===== config.mk =====
export PLATFORM = sky130hd
export DESIGN_NAME = fifo_rd_stream_adapter_flat
export DESIGN_NICKNAME = d
export VERILOG_FILES = /design/src/rtl/fifo_rd_stream_adapter_if.sv /design/src/rtl/fifo_rd_stream_adapter.sv /design/src/flat_wrapper.sv
export SDC_FILE = /design/constraint.sdc
export NUM_CORES = 1
export LEC_CHECK = 0
export ABC_AREA = 1
export CORE_MARGIN = 2
export CORE_UTILIZATION = 50
export CTS_CLUSTER_DIAMETER = 30
export DETAILED_ROUTE_END_ITERATION = 8
export GPL_TIMING_DRIVEN = 0
export PLACE_DENSITY = 0.89
export SETUP_SLACK_MARGIN = 0.4
export SLEW_MARGIN = 20
export SYNTH_ARGS = -nofsm -noshare
export SYNTH_HDL_FRONTEND = slang
export SYNTH_SLANG_ARGS = --single-unit
export TNS_END_PERCENT = 1

===== constraint.sdc =====
create_clock -name i_clk -period 6.05 [get_ports i_clk]
set_input_delay 1.21 -clock i_clk [delete_from_list [all_inputs] [get_ports i_clk]]
set_output_delay 1.21 -clock i_clk [all_outputs]
set_load 0.01 [all_outputs]

===== src/rtl/fifo_rd_stream_adapter_if.sv =====
// FIFO read-side and downstream stream signals of fifo_rd_stream_adapter.
// master = adapter view, slave = FIFO/consumer environment view.
interface fifo_rd_stream_adapter_if #(
    parameter int P_DATA_WIDTH  = 8,
    parameter int P_FIFO_DEPTH  = 16,
    parameter int P_FIFO_DWIDTH = $clog2(P_FIFO_DEPTH)
);
    logic [P_FIFO_DWIDTH:0]  i_fifo_level;
    logic                    o_fifo_rden;
    logic [P_DATA_WIDTH-1:0] i_fifo_rdata;
    logic                    i_fifo_rddata_valid;
    logic                    o_m_valid;
    logic [P_DATA_WIDTH-1:0] o_m_data;
    logic                    i_m_ready;
    logic                    o_busy;
    logic                    o_err;

    modport master (
        input  i_fifo_level, i_fifo_rdata, i_fifo_rddata_valid, i_m_ready,
        output o_fifo_rden, o_m_valid, o_m_data, o_busy, o_err
    );

    modport slave (
        output i_fifo_level, i_fifo_rdata, i_fifo_rddata_valid, i_m_ready,
        input  o_fifo_rden, o_m_valid, o_m_data, o_busy, o_err
    );
endinterface


===== src/rtl/fifo_rd_stream_adapter.sv =====
// Turns the FIFO pulse-read interface (rden -> data one cycle later) into a
// valid/ready stream using an in-flight flag and a 2-entry skid buffer.
module fifo_rd_stream_adapter #(
    parameter int P_DATA_WIDTH  = 8,
    parameter int P_FIFO_DEPTH  = 16,
    parameter int P_FIFO_DWIDTH = $clog2(P_FIFO_DEPTH)
) (
    input logic                     i_clk,
    input logic                     i_rst,
    fifo_rd_stream_adapter_if.master bus
);
    logic [1:0]              buf_cnt_q, buf_cnt_d;
    logic                    inflight_q;
    logic [P_DATA_WIDTH-1:0] buf0_q, buf0_d;
    logic [P_DATA_WIDTH-1:0] buf1_q, buf1_d;
    logic                    err_q;

    logic       pop;
    logic       push;
    logic       spurious;
    logic       rden;
    logic [1:0] occ_after_pop;

    always_comb begin
        pop           = (buf_cnt_q != 2'd0) & bus.i_m_ready;
        // pop implies buf_cnt_q >= 1, so this never underflows
        occ_after_pop = buf_cnt_q + {1'b0, inflight_q} - {1'b0, pop};
        rden          = ~i_rst & (bus.i_fifo_level != '0) & (occ_after_pop < 2'd2);
        push          = bus.i_fifo_rddata_valid & inflight_q;
        spurious      = bus.i_fifo_rddata_valid & ~inflight_q;
    end

    always_comb begin
        buf_cnt_d = buf_cnt_q;
        buf0_d    = buf0_q;
        buf1_d    = buf1_q;
        unique case ({push, pop})
            2'b10: begin
                buf_cnt_d = buf_cnt_q + 2'd1;
                if (buf_cnt_q == 2'd0) buf0_d = bus.i_fifo_rdata;
                else                   buf1_d = bus.i_fifo_rdata;
            end
            2'b01: begin
                buf_cnt_d = buf_cnt_q - 2'd1;
                buf0_d    = buf1_q;
            end
            2'b11: begin
                // head shifts out, new word lands at the post-shift tail
                if (buf_cnt_q == 2'd1) begin
                    buf0_d = bus.i_fifo_rdata;
                end else begin
                    buf0_d = buf1_q;
                    buf1_d = bus.i_fifo_rdata;
                end
            end
            default: ;
        endcase
    end

    always_ff @(posedge i_clk) begin
        if (i_rst) begin
            buf_cnt_q  <= '0;
            inflight_q <= 1'b0;
            buf0_q     <= '0;
            buf1_q     <= '0;
            err_q      <= 1'b0;
        end else begin
            buf_cnt_q  <= buf_cnt_d;
            inflight_q <= rden;
            buf0_q     <= buf0_d;
            buf1_q     <= buf1_d;
            err_q      <= err_q | spurious;
        end
    end

    assign bus.o_fifo_rden = rden;
    assign bus.o_m_valid   = (buf_cnt_q != 2'd0);
    assign bus.o_m_data    = buf0_q;
    assign bus.o_busy      = (buf_cnt_q != 2'd0) | inflight_q;
    assign bus.o_err       = err_q;

    a_occupancy: assert property (@(posedge i_clk) disable iff (i_rst)
        ({1'b0, buf_cnt_q} + {2'b00, inflight_q}) <= 3'd2);

endmodule


===== src/flat_wrapper.sv =====
// flat-port wrapper written by rule: the top's interface ports become plain ports
module fifo_rd_stream_adapter_flat 
#(
    parameter int P_DATA_WIDTH  = 8,
    parameter int P_FIFO_DEPTH  = 16,
    parameter int P_FIFO_DWIDTH = $clog2(P_FIFO_DEPTH)
)
  (i_clk, i_rst, bus_i_fifo_level, bus_i_fifo_rdata, bus_i_fifo_rddata_valid, bus_i_m_ready, bus_o_fifo_rden, bus_o_m_valid, bus_o_m_data, bus_o_busy, bus_o_err);
  fifo_rd_stream_adapter_if #(.P_DATA_WIDTH(P_DATA_WIDTH), .P_FIFO_DEPTH(P_FIFO_DEPTH), .P_FIFO_DWIDTH(P_FIFO_DWIDTH)) bus_i ();
  input logic i_clk;
  input logic i_rst;
  input wire logic [$bits(bus_i.i_fifo_level)-1:0] bus_i_fifo_level;
  input wire logic [$bits(bus_i.i_fifo_rdata)-1:0] bus_i_fifo_rdata;
  input wire logic [$bits(bus_i.i_fifo_rddata_valid)-1:0] bus_i_fifo_rddata_valid;
  input wire logic [$bits(bus_i.i_m_ready)-1:0] bus_i_m_ready;
  output wire logic [$bits(bus_i.o_fifo_rden)-1:0] bus_o_fifo_rden;
  output wire logic [$bits(bus_i.o_m_valid)-1:0] bus_o_m_valid;
  output wire logic [$bits(bus_i.o_m_data)-1:0] bus_o_m_data;
  output wire logic [$bits(bus_i.o_busy)-1:0] bus_o_busy;
  output wire logic [$bits(bus_i.o_err)-1:0] bus_o_err;
  assign bus_i.i_fifo_level = bus_i_fifo_level;
  assign bus_i.i_fifo_rdata = bus_i_fifo_rdata;
  assign bus_i.i_fifo_rddata_valid = bus_i_fifo_rddata_valid;
  assign bus_i.i_m_ready = bus_i_m_ready;
  assign bus_o_fifo_rden = bus_i.o_fifo_rden;
  assign bus_o_m_valid = bus_i.o_m_valid;
  assign bus_o_m_data = bus_i.o_m_data;
  assign bus_o_busy = bus_i.o_busy;
  assign bus_o_err = bus_i.o_err;
  fifo_rd_stream_adapter #(.P_DATA_WIDTH(P_DATA_WIDTH), .P_FIFO_DEPTH(P_FIFO_DEPTH), .P_FIFO_DWIDTH(P_FIFO_DWIDTH)) u_core (.i_clk(i_clk), .i_rst(i_rst), .bus(bus_i));
endmodule

==> impl_metrics.ini, run 1 <==
[run_status]
outcome = finished clean

[sta]
slew_viol_final = 0
skew_ns = 0.00868
hold_viol_final = 0
rsz0062_at_grt = no
setup_tns_ns = 0
finalCriticalPeriod_ns = 4.46
slew-limit-headroom_pct = 79.3
finalSetupViolCount = 0
worst_slew_pin_slew_ns = 0.310
fmax_ghz = 0.224
timing.final.crit_share_pct = 73.7

[final_layout]
area_delta_synth_final_pct = 29.3
fillCellCount = 196
layout-drive-gt1-share_pct = 16.2
utilization_pct = 69.4
nNetsFinal = 235
seq_area_um2 = 400
diodes = 0
multi_input_area_um2 = 638

[global_route]
grt_usage_pct = 21.7
grt_pass1_vias = 1083
grt_pass1_wl_um = 4440
antenna_found_initial = 0
grt_max_degree = 12
grt_overflow = 0

[clocking]
cts-root-buf = clkbuf_4
cts_setup_buffers = 0
cts_inserted_buffers = 3
clk-insertion-delay-late_ns = 0.32
cts.sinks = 20
cts.path.max_buffers = 2
ctsResizeCount = 0
ctsHoldBuffers = 0
path_clk_slew_ns = 0.12
ctsHtreeMaxLevel = 1
cts_tree = yes

[synthesis]
synthCells = 178
syn_area_um2 = 1200
synth_nets = 202
yosys_warnings = 0
ys_types = 20
syn_area_per_cell_um2 = 6.73
synth.yosys.seq_area_share_pct = 33.4
ys_ff_latch = 20

[power_and_ir_drop]
vdd_drop_max_v = 0.000313
power_density_nw_per_um2 = 476
leakage_uw = 0.000764

[setup_path]
r2r_start = u_core.buf_cnt_q[1]
reg2reg_slack_ns = 3.78
crit_top_cell = nand2_1
startpoint_type = input pin
reg2reg_to = u_core.bus.o_m_data[3]
cp_max_fo = 10
cp.arrival_ns = 3.25
cp_cell_sequence = clkdlybuf4s50_1, nand2_4, buf_8, inv_2, ha_1, inv_1, nand2_1, nand2_1, nand2_1, nor2_1, clkdlybuf4s50_1
worstPathRequired_ns = 4.84
cp_slowest_stage_delay_ns = 0.54
cp-end-kind = primary output
r2r_cells = 13
cp_slowest_cell = clkdlybuf4s50_1
critical_path_class = in2out

[die]
rows = 17
dieHeight_um = 53.0
ioPinCount = 29
die-area_um2 = 2800
core_area_um2 = 2230
start_util_pct = 53.7
dieWidth_um = 53.0

[route]
drtAntennaViolNets = 0
drc = 0
firstDrtPassIters = 4
wl_per_cell_um = 11.5
drt-total-wl_um = 2740
vias = 1171
viasPerCell = 4.92
first_iter_violations = 23

[job]
cap_violations = 0

[hold_path]
hold_path_startpoint = u_core.buf1_q[1]
hp-class = reg2reg
hold-path-cell-count = 2
holdPathEnd = u_core.buf1_q[1]

[placement]
gp_congestion = 0.819
io_buffer_count = 28
dpl.hpwl_um = 2100
## sequential cells by signal (all words and copies together), names as in the netlist
name                 count
u_core.buf1_q            8
u_core.inflight_q        1
u_core.bus.o_err         1
u_core.buf_cnt_q         2
u_core.bus.o_m_data      8
## cell families (layout without fill, tap and decap cells)
logic type / after synthesis / count (layout) / synth area share, %
XOR/XNOR: 3 / 3 / 2.19
AO/OA/AOI/OAI: 13 / 13 / 5.43
flip-flops: 20 / 20 / 33.4
adder cells (fa/ha/maj): 7 / 7 / 7.31
AND/OR/NAND/NOR: 97 / 97 / 38.3
buffers and inverters: 38 / 70 / 13.4
## through the flow
stage               hold WS, ns  std cells  worst slack, ns  cell area (um2)  total power, uW
floorplan                 0.454        178             2.69             1200              503
global placement          0.456        234             1.64             1510              633
detailed placement        0.474        234             1.60             1510              657
CTS                       0.499        238             1.59             1550              738
global route              0.515        238             1.45             1550              799
finish                    0.497        238             1.59             1550              738
## cell usage after synthesis
| library cell | n | area, um2 |
|---|---|---|
| nand2_1 | 44 | 165 |
| dfxtp_1 | 20 | 400 |
| xor2_1 | 2 | 17.5 |
| nor2_2 | 8 | 50.1 |
| inv_1 | 21 | 78.8 |
| nand3_1 | 10 | 50.1 |
| nand2_2 | 2 | 12.5 |
| nor2_1 | 22 | 82.6 |
| clkinv_4 | 1 | 8.76 |
| a21oi_1 | 3 | 15.0 |
| o21ai_1 | 10 | 50.1 |
| ha_1 | 7 | 87.6 |
| xnor2_1 | 1 | 8.76 |
| buf_2 | 1 | 5.00 |
| nand3b_1 | 8 | 60.1 |
| nand3_4 | 1 | 17.5 |
| nand3_2 | 1 | 10.0 |
| buf_8 | 1 | 15.0 |
| nand2_4 | 1 | 11.3 |
| inv_2 | 14 | 52.6 |
## where the power goes
| group | total [uW] | switching, uW | internal (uW) |
|---|---|---|---|
| logic | 447 | 251 | 197 |
| registers | 209 | 29.4 | 180 |
| clock network | 81.9 | 45.1 | 36.8 |
| total | 738 | 325 | 413 |
## critical path, delay by kind of cell
family	cells	cell delay [ns]
simple gates	5	0.43
fa+ha+maj	1	0.27
buf+inv	5	1.33
## metal layers
layer | routed length (um) | vias to the layer above | track usage (%)
met3 | 138 | 5 | 2.82
met4 | 42 | 0 | 8.55
met1 | 1170 | 531 | 23.7
li1 | - | 600 | -
met5 | 0 | - | 0
met2 | 1380 | 35 | 41.5
## worst max path at each step
| stage | cells past startpoint | start | slack [ns] | endpoint |
|---|---|---|---|---|
| floorplan | 9 | bus_i_m_ready | 2.69 | bus_o_fifo_rden |
| global placement | 11 | bus_i_m_ready | 1.64 | bus_o_fifo_rden |
| detailed placement | 11 | bus_i_m_ready | 1.60 | bus_o_fifo_rden |
| CTS | 11 | bus_i_m_ready | 1.59 | bus_o_fifo_rden |
| global route | 11 | bus_i_m_ready | 1.45 | bus_o_fifo_rden |
| finish | 11 | bus_i_m_ready | 1.59 | bus_o_fifo_rden |
## cells in the final DEF (no fill, tap or decap), types with 2 or more instances in the layout
cell type and instances:
nand2_1 44, clkdlybuf4s50_1 28, nor2_1 22, inv_1 21, dfxtp_1 20, inv_2 14, o21ai_1 10, nand3_1 10
nor2_2 8, nand3b_1 8, ha_1 7, a21oi_1 3, clkbuf_4 3, nand2_2 2, xor2_1 2
## final cells by class
type,count,share of cell area [%]
well taps,28,2.26
multi-input cells,120,41.2
plain buffers,2,1.29
inverters,36,9.04
flip-flops and latches,20,25.8
clock buffers,4,2.34
repair buffers,28,18.1
(Power assumes the default switching activity.)
==> run 2, diff against run 1 <==
- CORE_UTILIZATION: 50 -> 44
- PLACE_DENSITY: 0.89 -> 0.83
- clock period: 6.05 -> 4 ns (I/O delays scaled with it)
==> run 2 against run 1 <==
Die area increased by 13%. Sequential share of layout area hardly changed. First-iteration DRC count shrank 8.7%. Setup slack got worse by 0.93 ns. Hold slack got worse by 0.014 ns. Register-to-register slack worse by 2.0 ns. Sequential cell count stayed put. Critical path depth fell by 1. Combinational power is 46% higher. Via count shrank 4.6%. Critical endpoint unchanged.
==> impl_metrics.ini, run 2 (same netlist as run 1, synthesis figures left out) <==
[final_layout]
fillCellCount = 239
nNetsFinal = 235
final_common_cell = nand2_1
area_delta_synth_final_pct = 29.4
seq_area_um2 = 400
final_cell_mix = nand2_1 (44), clkdlybuf4s50_1 (27), nor2_1 (22)
layout-drive-gt1-share_pct = 16.2
multi_input_area_um2 = 638
diodes = 0

[global_route]
grt_max_degree = 12
grt_pass1_vias = 1054
grt_usage_pct = 17.2
grt_pass1_wl_um = 4420
grt_overflow = 0
antenna_found_initial = 0

[hold_path]
hold-path-cell-count = 2
holdPathEnd = u_core.bus.o_err
hold_path_startpoint = u_core.bus.o_err
hp-class = reg2reg

[clocking]
ctsHtreeMaxLevel = 1
cts_inserted_buffers = 3
ctsResizeCount = 1
cts.sinks = 20
cts-root-buf = clkbuf_4
cts_setup_buffers = 0
cts.path.max_buffers = 2
cts_tree = yes
path_clk_slew_ns = 0.11
clk-insertion-delay-late_ns = 0.30
ctsHoldBuffers = 0

[power_and_ir_drop]
report.power.total_uw = 1090
vdd_drop_max_v = 0.000475
power_density_nw_per_um2 = 700
leakage_uw = 0.000766

[placement]
dpl.hpwl_um = 1810
io_buffer_count = 28
gp_congestion = 0.773

[setup_path]
cp_max_fo = 10
cp.arrival_ns = 2.54
reg2reg_slack_ns = 1.82
critical_path_class = in2out
r2r_start = u_core.buf_cnt_q[1]
worstPathRequired_ns = 3.20
startpoint_type = input pin
cp-end-kind = primary output
reg2reg_to = u_core.bus.o_m_data[5]
r2r_cells = 13

[die]
start_util_pct = 47.5
dieHeight_um = 56.2
core_area_um2 = 2520
rows = 18
dieWidth_um = 56.2
ioPinCount = 29
die-area_um2 = 3160

[route]
vias = 1117
drtAntennaViolNets = 0
wl_per_cell_um = 10.0
drt-total-wl_um = 2400
firstDrtPassIters = 4
viasPerCell = 4.65
first_iter_violations = 21
drc = 0

[sta]
finalCriticalPeriod_ns = 3.34
slew-limit-headroom_pct = 79.0
rsz0062_at_grt = no
finalSetupViolCount = 0
skew_ns = 0.00549
hold_viol_final = 0
fmax_ghz = 0.299
slew_viol_final = 0
worst_slew_pin_slew_ns = 0.315
setup_tns_ns = 0
timing.final.crit_share_pct = 83.6

[job]
cap_violations = 0

[run_status]
outcome = finished clean
## run 2: cell type report
cell class / count / area share [%]
sequential: 20 / 25.8
inverter: 36 / 9.03
timing repair buffer: 28 / 18.0
clock buffer: 4 / 2.34
buffer: 2 / 1.29
multi-input combinational: 120 / 41.1
tap: 30 / 2.42
## run 2: report_power, final
part / total (uW) / switching [uW] / internal (uW)
logic: 653 / 360 / 293
registers: 318 / 45.7 / 272
clock network: 115 / 59.7 / 55.5
total: 1090 / 465 / 621
## run 2: routing by layer
layer / global-route usage (%) / up-vias / routed length, um / part of all wire, %
met3: 3.26 / 4 / 185 / 7.7
met5: 0 / - / 0 / 0
met1: 22.8 / 473 / 1080 / 45
met2: 28.2 / 41 / 1110 / 46
met4: 5.10 / 0 / 18 / 0.75
li1: - / 599 / - / -
## run 2: through the flow
step / setup slack, ns / instances / utilization, % / area (um2) / hold slack (ns)
global placement: 0.389 / 236 / 60.1 / 1520 / 0.454
finish: 0.658 / 240 / 61.5 / 1550 / 0.484
CTS: 0.645 / 240 / 61.5 / 1550 / 0.492
global route: 0.510 / 240 / 61.5 / 1550 / 0.515
floorplan: 1.46 / 178 / - / 1200 / 0.454
detailed placement: 0.386 / 236 / 60.1 / 1520 / 0.464
## run 2: worst max path at each step
stage / from / endpoint / slack, ns / cells past startpoint
final: bus_i_m_ready / bus_o_fifo_rden / 0.66 / 10
after global routing: bus_i_m_ready / bus_o_fifo_rden / 0.51 / 10
after CTS: bus_i_m_ready / bus_o_fifo_rden / 0.65 / 10
after detailed placement: bus_i_m_ready / bus_o_fifo_rden / 0.39 / 11
after global placement: bus_i_m_ready / bus_o_fifo_rden / 0.39 / 11
after floorplan: bus_i_m_ready / bus_o_fifo_rden / 1.46 / 9
## run 2: worst max-delay path, stage by stage
cell	delay (ns)
clkdlybuf4s50_1	0.53
nand2_4	0.12
buf_8	0.17
inv_2	0.08
ha_1	0.19
xor2_1	0.16
nand2_1	0.06
nand2_1	0.09
nor2_1	0.04
dlygate4sd2_1	0.28
==> run 3, diff against run 2 <==
- CORE_UTILIZATION: 44 -> 48
- PLACE_DENSITY: 0.83 -> 0.86
- clock period: 4 -> 3.2 ns (I/O delays scaled with it)
==> run 3 against run 2 <==
Register-to-register slack lost 0.58 ns. Clock skew increased by 0.0055 ns. Via count is 3.5% higher. Setup slack worse by 0.086 ns. Count of clock-buffer cells in the layout shrank 1. Utilization increased by 5.3 points. First-iteration DRC count is 9.5% higher. Hold slack better by 0.0082 ns. Final area rose by 3.8%. Global-route usage is 2.8 points higher. Sequential power grew 26%. Critical endpoint unchanged. Largest cell class unchanged. Highest routed layer unchanged.
==> impl_metrics.ini, run 3 (same netlist as run 1, synthesis figures left out) <==
[run_status]
outcome = finished clean

[power_and_ir_drop]
internal_power_uw = 879
p_switching_uw = 612
leakage_uw = 0.000794
power_density_nw_per_um2 = 926
pwr-share-clk_pct = 14.3
vdd_drop_max_v = 0.000723
pwr-share-seq_pct = 26.8
pwr-share-comb_pct = 58.9
report.power.total_uw = 1490
switching_share_pct = 41.1

[die]
ioPinCount = 29
start_util_pct = 49.7
dieWidth_um = 54.0
dieHeight_um = 54.0
die-area_um2 = 2910
rows = 18
core_area_um2 = 2410

[route]
first_iter_violations = 23
wl_per_cell_um = 10.5
viasPerCell = 4.74
vias = 1156
drc = 0
drt-total-wl_um = 2550
firstDrtPassIters = 4
drtAntennaViolNets = 0

[sta]
hold_viol_final = 0
finalSetupViolCount = 0
slew_viol_final = 0
timing.final.crit_share_pct = 82.1
rsz0062_at_grt = no
slew-limit-headroom_pct = 79.1
finalCriticalPeriod_ns = 2.63
worst_slew_pin_slew_ns = 0.312
skew_ns = 0.0110
fmax_ghz = 0.380

[hold_path]
hp-class = reg2reg

[clocking]
ctsHoldBuffers = 0
path_clk_slew_ns = 0.11
clk-insertion-delay-late_ns = 0.32
cts_inserted_buffers = 3
ctsHtreeMaxLevel = 1
cts-root-buf = clkbuf_4
cts.sinks = 20
cts.path.max_buffers = 2
cts_tree = yes

[global_route]
grt_pass1_vias = 1042
antenna_found_initial = 0
grt_overflow = 0
grt_usage_pct = 20.1
grt_pass1_wl_um = 4160
grt_max_degree = 13

[setup_path]
cp_top_family = buffers and inverters
crit_top_cell = nand2_1
cp_max_fo = 4
cp.arrival_ns = 1.99
reg2reg_slack_ns = 1.24
crit_buf_inv = 6
startpoint_type = flop
worstPathRequired_ns = 2.56
cp_slowest_stage_delay_ns = 0.37
cp_slowest_cell = dfxtp_4
cp-end-kind = primary output
critical_path_class = reg2out
cp_cell_sequence = inv_1, ha_4, inv_2, nand2_4, buf_8, inv_2, ha_1, inv_1, nand2_1, nand2_1, nand2_1, nor2_1, buf_2

[final_layout]
fillCellCount = 213
layout-drive-gt1-share_pct = 20.1
finalInstanceArea_um2 = 1610
final_common_cell = nand2_1
final_cell_mix = nand2_1 (44), clkdlybuf4s50_1 (26), nor2_1 (22)
layoutNonFillerInstCount = 244
diodes = 0
nNetsFinal = 239
area_delta_synth_final_pct = 34.3

[placement]
gp_congestion = 0.783
dp.cells = 236
dpl.hpwl_um = 1830
io_buffer_count = 28
placed_area_um2 = 1520

[job]
cap_violations = 0
run 3: cell count changes in the layout (fill, tap and decap cells not counted), sizes merged:
cell	previous run	this run
clkdlybuf4s50	27	26
buf	2	7
bufinv	0	1
clkbuf	4	3
run 3: layer usage:
layer,GRT usage (%),part of all wire (%)
met5,0,0
met1,21.4,44
met4,8.75,1.3
met3,6.11,5.4
met2,36.2,49
run 3: layout make-up:
type                            count  area [um2]  area share (%)
Buffer                              2        20.0            1.24
Clock buffer                        3        22.5            1.40
Clock inverter                      1        30.0            1.86
Inverter                           36         140            8.70
Multi-Input combinational cell    120         651            40.4
Sequential cell                    20         405            25.2
Tap cell                           30        37.5            2.33
Timing Repair Buffer               32         304            18.9
run 3: worst reg2reg max path, stage by stage (launching register included):
cell     delay [ns]
dfxtp_4        0.37
inv_1          0.12
ha_4           0.18
inv_2          0.06
nand2_4        0.08
buf_8          0.10
inv_2          0.05
ha_1           0.19
nand2_1        0.12
nand3_1        0.26
nand2_1        0.14
nand3_1        0.10
nand2_1        0.07
inv_1          0.03
run 3: stage by stage:
step           worst slack, ns  setup TNS (ns)  hold WS (ns)  util [%]
2_1_floorplan            0.877               0         0.454         -
3_3_place_gp           -0.0785         -0.0785         0.453      62.9
3_5_place_dp            -0.112          -0.112         0.474      62.9
4_1_cts                  0.406               0         0.486      66.0
5_1_grt                  0.444               0         0.526      66.8
6_report                 0.571               0         0.492      66.8
run 3: worst paths after layout:
check,start,end,depth (start not counted)
worst max register to register,u_core.buf_cnt_q[0],u_core.bus.o_m_data[1],13
worst max-delay path,u_core.buf_cnt_q[0],bus_o_fifo_rden,13
worst min register to register,u_core.bus.o_err,u_core.bus.o_err,2
worst min-delay path,u_core.bus.o_err,u_core.bus.o_err,2
run 3: power groups by stage:
stage                     sequential, uW  clock (uW)  combinational (uW)
final                                400         213                 878
after global placement               399           0                 802
after detailed placement             400           0                 825
after global routing                 410         223                 976
after floorplan                      415           0                 536
after CTS                            399         214                 862
run 3: repair_timing:
item | in CTS | in global routing
endpoints found under the setup margin | 1 | 1
resized for setup | 9 | 2
setup buffers | 1 | 3
pin swaps | 1 | 1
